===== src/rtl/mult_div_unit.sv =====
// Iterative 32-bit multiply/divide unit with HI/LO registers, sitting beside EX.
// Radix-2 shift-add multiply and restoring divide on magnitudes, sign fix-up at the end.
module mult_div_unit #(
   parameter int WIDTH = 32
) (
   input  logic             clk,
   input  logic             nrst,
   input  logic             start,
   input  logic [1:0]       op,
   input  logic [WIDTH-1:0] src_a,
   input  logic [WIDTH-1:0] src_b,
   input  logic             mthi,
   input  logic             mtlo,
   input  logic             cancel,
   output logic             busy,
   output logic             done,
   output logic [WIDTH-1:0] hi,
   output logic [WIDTH-1:0] lo
);

   // state  | meaning
   // IDLE   | waiting for start or an MTHI/MTLO move
   // MUL    | one shift-add iteration per cycle
   // DIV    | one restoring quotient bit per cycle, MSB first
   // FIX    | sign correction, HI/LO write, done pulse
   typedef enum logic [1:0] {S_IDLE, S_MUL, S_DIV, S_FIX} state_t;

   localparam int CW = $clog2(WIDTH);

   state_t             state, state_nxt;
   logic [2*WIDTH-1:0] acc, acc_nxt;
   logic [WIDTH-1:0]   opb, opb_nxt;
   logic [CW-1:0]      count, count_nxt;
   logic               neg_prod, neg_prod_nxt;
   logic               neg_quo, neg_quo_nxt;
   logic               neg_rem, neg_rem_nxt;
   logic [WIDTH-1:0]   hi_nxt, lo_nxt;
   logic               busy_nxt, done_nxt;

   logic               signed_op;
   logic [WIDTH-1:0]   mag_a, mag_b;
   logic [WIDTH:0]     mul_sum;
   logic [WIDTH:0]     div_part, div_diff;
   logic [2*WIDTH-1:0] res_fix;
   logic               last_iter;

   always_comb begin
      signed_op = ~op[0];
      mag_a     = (signed_op && src_a[WIDTH-1]) ? -src_a : src_a;
      mag_b     = (signed_op && src_b[WIDTH-1]) ? -src_b : src_b;
      // acc = {running high half, multiplier bits still to consume}
      mul_sum   = {1'b0, acc[2*WIDTH-1:WIDTH]} + (acc[0] ? {1'b0, opb} : '0);
      // acc = {partial remainder, dividend bits shifting out / quotient bits shifting in}
      div_part  = {acc[2*WIDTH-1:WIDTH], acc[WIDTH-1]};
      div_diff  = div_part - {1'b0, opb};
      last_iter = (count == CW'(WIDTH-1));
      res_fix   = acc;
      if (neg_prod) begin
         res_fix = -acc;
      end else begin
         if (neg_quo) res_fix[WIDTH-1:0]       = -acc[WIDTH-1:0];
         if (neg_rem) res_fix[2*WIDTH-1:WIDTH] = -acc[2*WIDTH-1:WIDTH];
      end
   end

   always_comb begin
      state_nxt    = state;
      acc_nxt      = acc;
      opb_nxt      = opb;
      count_nxt    = count;
      neg_prod_nxt = neg_prod;
      neg_quo_nxt  = neg_quo;
      neg_rem_nxt  = neg_rem;
      hi_nxt       = hi;
      lo_nxt       = lo;
      busy_nxt     = busy;
      done_nxt     = 1'b0;
      case (state)
         S_IDLE: begin
            if (!cancel) begin
               if (start) begin
                  busy_nxt     = 1'b1;
                  count_nxt    = '0;
                  neg_prod_nxt = 1'b0;
                  neg_quo_nxt  = 1'b0;
                  neg_rem_nxt  = 1'b0;
                  if (!op[1]) begin
                     state_nxt    = S_MUL;
                     opb_nxt      = mag_a;
                     acc_nxt      = {{WIDTH{1'b0}}, mag_b};
                     neg_prod_nxt = signed_op & (src_a[WIDTH-1] ^ src_b[WIDTH-1]);
                  end else if (src_b == '0) begin
                     state_nxt = S_FIX;
                     opb_nxt   = '0;
                     acc_nxt   = {src_a, {WIDTH{1'b1}}};
                  end else begin
                     state_nxt   = S_DIV;
                     opb_nxt     = mag_b;
                     acc_nxt     = {{WIDTH{1'b0}}, mag_a};
                     neg_quo_nxt = signed_op & (src_a[WIDTH-1] ^ src_b[WIDTH-1]);
                     neg_rem_nxt = signed_op & src_a[WIDTH-1];
                  end
               end else begin
                  if (mthi) hi_nxt = src_a;
                  if (mtlo) lo_nxt = src_a;
               end
            end
         end
         S_MUL: begin
            if (cancel) begin
               state_nxt = S_IDLE;
               busy_nxt  = 1'b0;
            end else begin
               acc_nxt   = {mul_sum, acc[WIDTH-1:1]};
               count_nxt = count + CW'(1);
               if (last_iter) state_nxt = S_FIX;
            end
         end
         S_DIV: begin
            if (cancel) begin
               state_nxt = S_IDLE;
               busy_nxt  = 1'b0;
            end else begin
               if (!div_diff[WIDTH])
                  acc_nxt = {div_diff[WIDTH-1:0], acc[WIDTH-2:0], 1'b1};
               else
                  acc_nxt = {div_part[WIDTH-1:0], acc[WIDTH-2:0], 1'b0};
               count_nxt = count + CW'(1);
               if (last_iter) state_nxt = S_FIX;
            end
         end
         S_FIX: begin
            state_nxt = S_IDLE;
            busy_nxt  = 1'b0;
            if (!cancel) begin
               hi_nxt   = res_fix[2*WIDTH-1:WIDTH];
               lo_nxt   = res_fix[WIDTH-1:0];
               done_nxt = 1'b1;
            end
         end
         default: begin
            state_nxt = S_IDLE;
            busy_nxt  = 1'b0;
         end
      endcase
   end

   always_ff @(posedge clk or negedge nrst) begin
      if (!nrst) begin
         state    <= S_IDLE;
         acc      <= '0;
         opb      <= '0;
         count    <= '0;
         neg_prod <= 1'b0;
         neg_quo  <= 1'b0;
         neg_rem  <= 1'b0;
         hi       <= '0;
         lo       <= '0;
         busy     <= 1'b0;
         done     <= 1'b0;
      end else begin
         state    <= state_nxt;
         acc      <= acc_nxt;
         opb      <= opb_nxt;
         count    <= count_nxt;
         neg_prod <= neg_prod_nxt;
         neg_quo  <= neg_quo_nxt;
         neg_rem  <= neg_rem_nxt;
         hi       <= hi_nxt;
         lo       <= lo_nxt;
         busy     <= busy_nxt;
         done     <= done_nxt;
      end
   end

endmodule


===== config.mk =====
export PLATFORM = sky130hd
export DESIGN_NAME = mult_div_unit
export DESIGN_NICKNAME = d
export VERILOG_FILES = /design/src/rtl/mult_div_unit.sv
export SDC_FILE = /design/constraint.sdc
export NUM_CORES = 1
export LEC_CHECK = 0
export BUFFER_PORTS_ARGS = -buffer_cell sky130_fd_sc_hd__clkbuf_2
export CORE_MARGIN = 3
export CORE_UTILIZATION = 41
export CTS_CLUSTER_DIAMETER = 100
export CTS_CLUSTER_SIZE = 14
export DETAILED_ROUTE_END_ITERATION = 6
export SLEW_MARGIN = 10
export SYNTH_ARGS = -nofsm -noshare
export SYNTH_HDL_FRONTEND = slang
export SYNTH_SLANG_ARGS = --single-unit

===== constraint.sdc =====
create_clock -name clk -period 5.98 [get_ports clk]
set_clock_uncertainty 0.05 [all_clocks]
set_input_delay 0.897 -clock clk [delete_from_list [all_inputs] [get_ports clk]]
set_output_delay 0.897 -clock clk [all_outputs]
set_load 0.01 [all_outputs]

* Word level (Yosys, flattened, before mapping)
Cells that the tools add are included.
** Word-level totals
- Flip-flop bits (word level) :: 172
- Input bits :: 72
- Output and inout port bits :: 66
- Word-level logic and storage cells :: 102
** Cells by class
- $add $sub $neg :: 8
- Eq/ne operators :: 15
- Multiplexer cells :: 48
- Bitwise gates (word level) :: 5
- Reduce and logical (&&, ||, !) cells :: 15
** Operators with widths (count)
- 64-bit 2-to-1 mux :: 8
- 32-bit 2-to-1 mux :: 15
- 64-bit case mux with 3 select lines :: 1
- 32-bit negator :: 4
- 32-bit case mux with 2 select lines :: 2
- 64-bit negator :: 1
- 32-bit by 32-bit adder with 33-bit output :: 1
- 33-bit by 32-bit subtractor with 33-bit output :: 1
- 32-bit zero test :: 1
- 2-bit != test, second input constant :: 9
- 5-bit 2-to-1 mux :: 3
- 5-bit AND reduction :: 3
- 1-bit 2-to-1 mux :: 11
- 2-bit 2-to-1 mux :: 5
- 5-bit case mux with 2 select lines :: 1
- 3-bit AND reduction :: 3
- 2-bit case mux with 3 select lines :: 1
- 5-bit by 1-bit adder with 5-bit output, second input constant :: 1
- 5-bit == test, second input constant :: 1
- 2-bit == test, second input constant :: 2
- 4-bit AND reduction :: 1
- 2-bit nonzero test :: 2
- 3-bit by 1-bit != test with 1-bit output, second input constant :: 1
- 1-bit case mux with 3 select lines :: 1
- 9 further kinds :: 12

* Logic depth before layout (Yosys ltp)
- Depth after elaboration :: 8
- Mapped depth :: 15
- Mapped depth without buffers :: 14

* Worst setup path before layout
Ideal clock, no wire load.
- Kind :: register to register
- Start point :: reg acc[31]
- End point :: reg acc[49]
- Library setup time :: 0.130 ns
- Arrival :: 3.068 ns
- Data required time :: 5.800 ns
- Slack :: 2.732 ns
- Cell stages (with the launch flop) :: 15
- Period minus slack after synthesis :: 3.248 ns
- Cells stage by stage :: dfrtp_1 > inv_1 > ha_1 > fa_1 > nand2b_1 > a21oi_1 > o21bai_1 > a41o_1 > a211oi_4 > nor3_2 > nor2_4 > buf_6 > mux2_4 > a22oi_1 > o21ai_1
** Between the ends
- Cells in the longest elaborated chain, start to end :: 4
** RTL lines
- start, declared :: line 31 : logic [2*WIDTH-1:0] acc, acc_nxt;
- start signal, assigned :: line 163 : acc <= acc_nxt;
- 33-bit by 32-bit subtractor with 33-bit output :: line 55 : div_diff = div_part - {1'b0, opb};
- 64-bit 2-to-1 mux :: line 124 : if (!div_diff[WIDTH])
- 64-bit 2-to-1 mux :: line 120 : if (cancel) begin
- 64-bit case mux with 3 select lines :: line 78 : case (state)
No other way between the ends. The select of a mux whose other input is x is not followed.
A chain may end at the register's enable or synchronous reset.

* Final worst setup path
- Start point :: reg acc[0]
- End point :: reg acc[63]
** Between the ends
- Cells in the longest elaborated chain, start to end :: 4
** RTL lines
- 32-bit 2-to-1 mux :: line 52 : mul_sum = {1'b0, acc[2*WIDTH-1:WIDTH]} + (acc[0] ? {1'b0, opb} : '0);
- 32-bit by 32-bit adder with 33-bit output :: line 52
- 64-bit 2-to-1 mux :: line 110 : if (cancel) begin
- 64-bit case mux with 3 select lines :: line 78
No other way between the ends. The select of a mux whose other input is x is not followed.

==> impl_results.md <==
* FF-to-FF path depth at 13
* Drt pass-1 iters at 5
* Die area at 39900 um^2
* Pwr Total at between 10 and 15 mW
* Relative slew slack at 0.205
* Final worst path period need at 4.50 ns
* Clock Path Buffers at 2
* RSZ-0062 raised after global routing: no
* Critical Path Fanout Max at 21
* Die W at approximately 200 um
* Setup violators final at 0
* Final nets at roughly 2200
* WS Path Type: reg2reg
* RR Startpoint: acc[0]
* I/O pins at between 100 and 150
* Clk sinks at approximately 170
* Cell taking the most area after synthesis: dfrtp_1
* Rows at 70
* Share of cells above drive strength 1 at 0.109
* Pleak at between 7 and 8 nW
* Final antenna-violating net count at 0
* Worst Hold Path EP: lo[12]
* Final core utilization at 0.462
* Synth warn at 0
* Commonest non-fill, non-tap cell in the layout: nand2_1
* Mapped Nets at approximately 2200
* Worst EP required at 6.31 ns
* Post-route cell area at around 17000 um^2
* Largest net degree at the start of global routing at 110
* VDD IR max at roughly 0.33 mV
* Fmax at 222 MHz
* Initial DRC count at 1788
* Final Slew Violations at 0
* Worst r2r dst: acc[63]
* Reg clk slew, reported paths at approximately 0.070 ns
* P&R area growth vs syn at 10.2%
* Cts bufs inserted at 17
* PD cells at 621 nW/um^2
* Setup TNS at 0 ns
* Synthesis-stage register bit count at approximately 170
* IO buf count at about 140
* Pre-CTS WS at about 1.6 ns
* Critical path startpoint category: flip-flop
* DRC at 0
* H-tree depth at 4
* Insertion delay to the later sink of the worst-skew pair at between 0.4 and 0.5 ns
* Routed len/inst at between 20 and 25 um
* Async set-or-reset flop fraction in the synthesized netlist at 1.00
* Avg Inst Size Synth at ~7.5 um^2
* Hold_sp: lo[12]
* Hold Crit Depth at 2
* Via count at ~16000
* Crit path capture type: flip-flop
* Max Cap Viol at 0
* Post-synth top flop: dfrtp_1
* Most frequent cells in the layout: 266 x nand2_1, 218 x a21oi_1, 216 x o21ai_0
* Flop2flop setup slack at between 1 and 1.5 ns
* # Post-CTS Setup Buffers at 0
* Yosys cell types at 80
* Remaining global-route overflow at 0
* GPL Wtd Cong at between 0.9 and 1
* Mapped Cells at roughly 2000
* Crit path DAT at just under 5 ns
* Number of flops mapped to enable cells by yosys at 0
* PnR worst setup slack at 1.48 ns
* Sequential element share of the synthesized area at 0.279
* Fin. Hold Viols at 0
* Worst Max-Slew Pin Slew at 1.19 ns
* Overall Global Routing Usage at 0.299
* Status: complete, no violations
* Die Height at between 150 and 200 um
* Vias in the first global route at about 14000
* Share of the synthesized area in the top cell type at 0.279
* Synth top area cells: dfrtp_1 28%, a21oi_1 7.1%, o21ai_0 7.0%
* Root Driver: clkbuf_16
* HP Class: reg2reg
* First-pass GRT wire length at 90.1 mm
* Starting Density at 0.419
* Initial antenna violation count at 2
* # hold bufs at CTS at 0
* Post-DP HPWL at 46.5 mm
* CTS tree: done
* Cell Area, Placed at between 15000 and 20000 um^2
* Core area at about 37000 um^2
* Period utilization at 0.753
* Vias/cell at 6.10
* Routed WL at approximately 61 mm
* Post-cts repair resize count at 0
* Mapped Area at about 15000 um^2
==> where the power goes <==
part | total (mW) | switching [mW] | internal [mW]
logic | 6.84 | 4.34 | 2.50
registers | 2.42 | 0.733 | 1.69
clock network | 1.28 | 0.526 | 0.751
==> sequential cells by signal, summed over array words and instances, names as in the netlist <==
signal,cells
lo,32
neg_prod,1
state,2
count,5
opb,32
hi,32
done,1
busy,1
acc,64
neg_quo,1
neg_rem,1
==> metal layers <==
metal  global-route usage  share of wire
met1                0.431           0.45
met3               0.0665          0.096
met2                0.432           0.41
met4                0.126          0.043
met5                    0              0
==> cells in the mapped netlist (all sizes together), types with 26 or more instances <==
| master | n |
|---|---|
| nor2 | 191 |
| nand2 | 267 |
| xnor2 | 94 |
| and3 | 38 |
| ha | 74 |
| clkbuf | 110 |
| a31oi | 36 |
| nand3 | 45 |
| nor3 | 45 |
| inv | 68 |
| a21oi | 219 |
| o21ai | 236 |
| a21o | 39 |
| xor2 | 76 |
| dfrtp | 172 |
| nand2b | 26 |
==> worst max-delay path, cell delays in order, from the launching register on <==
cell and delay (ns):
dfrtp_1 0.52, inv_1 0.72, nor2_1 0.12, ha_1 0.42, nand2_1 0.13, nor3_1 0.22, o31ai_1 0.13, a21oi_1 0.33
a31oi_1 0.22, o31ai_1 0.39, a31oi_1 0.32, o41ai_1 0.51, o31a_1 0.19, o32a_1 0.14
==> through the flow <==
step                      hold slack, ns  std cells
after floorplan                    0.400       2058
after global routing               0.451       2580
after CTS                          0.435       2580
after detailed placement           0.420       2548
final                              0.430       2582
after global placement             0.413       2548
==> final cells by class <==
type,instances,area [um^2]
Tap cell,468,586
Multi-Input combinational cell,1688,10400
Inverter,68,255
Clock buffer,17,425
Antenna cell,2,5.00
Sequential cell,172,4300
Fill cell,3742,19800
Clock inverter,15,233
Timing Repair Buffer,152,805
==> worst max-delay path by stage <==
stage	end	cells past startpoint	start	slack, ns
after floorplan	acc[49]	14	acc[31]	2.73
after global placement	acc[63]	13	acc[0]	1.67
after detailed placement	acc[63]	13	acc[0]	1.62
after CTS	acc[63]	13	acc[0]	1.60
after global routing	acc[63]	13	acc[0]	1.20
final	acc[63]	13	acc[0]	1.48
==> cell families (layout without fill, tap and decap cells) <==
kind of cell,Yosys count,after routing,share of synthesized area
AND/OR/NAND/NOR,708,708,0.216
XOR/XNOR,170,170,0.0966
AO/OA/AOI/OAI,708,708,0.277
adder cells (fa/ha/maj),76,76,0.0627
other,0,2,0
buffers and inverters,198,252,0.0493
multiplexers,26,26,0.0190
flip-flops,172,172,0.279
Note: power is estimated with default switching activity, not from simulation.
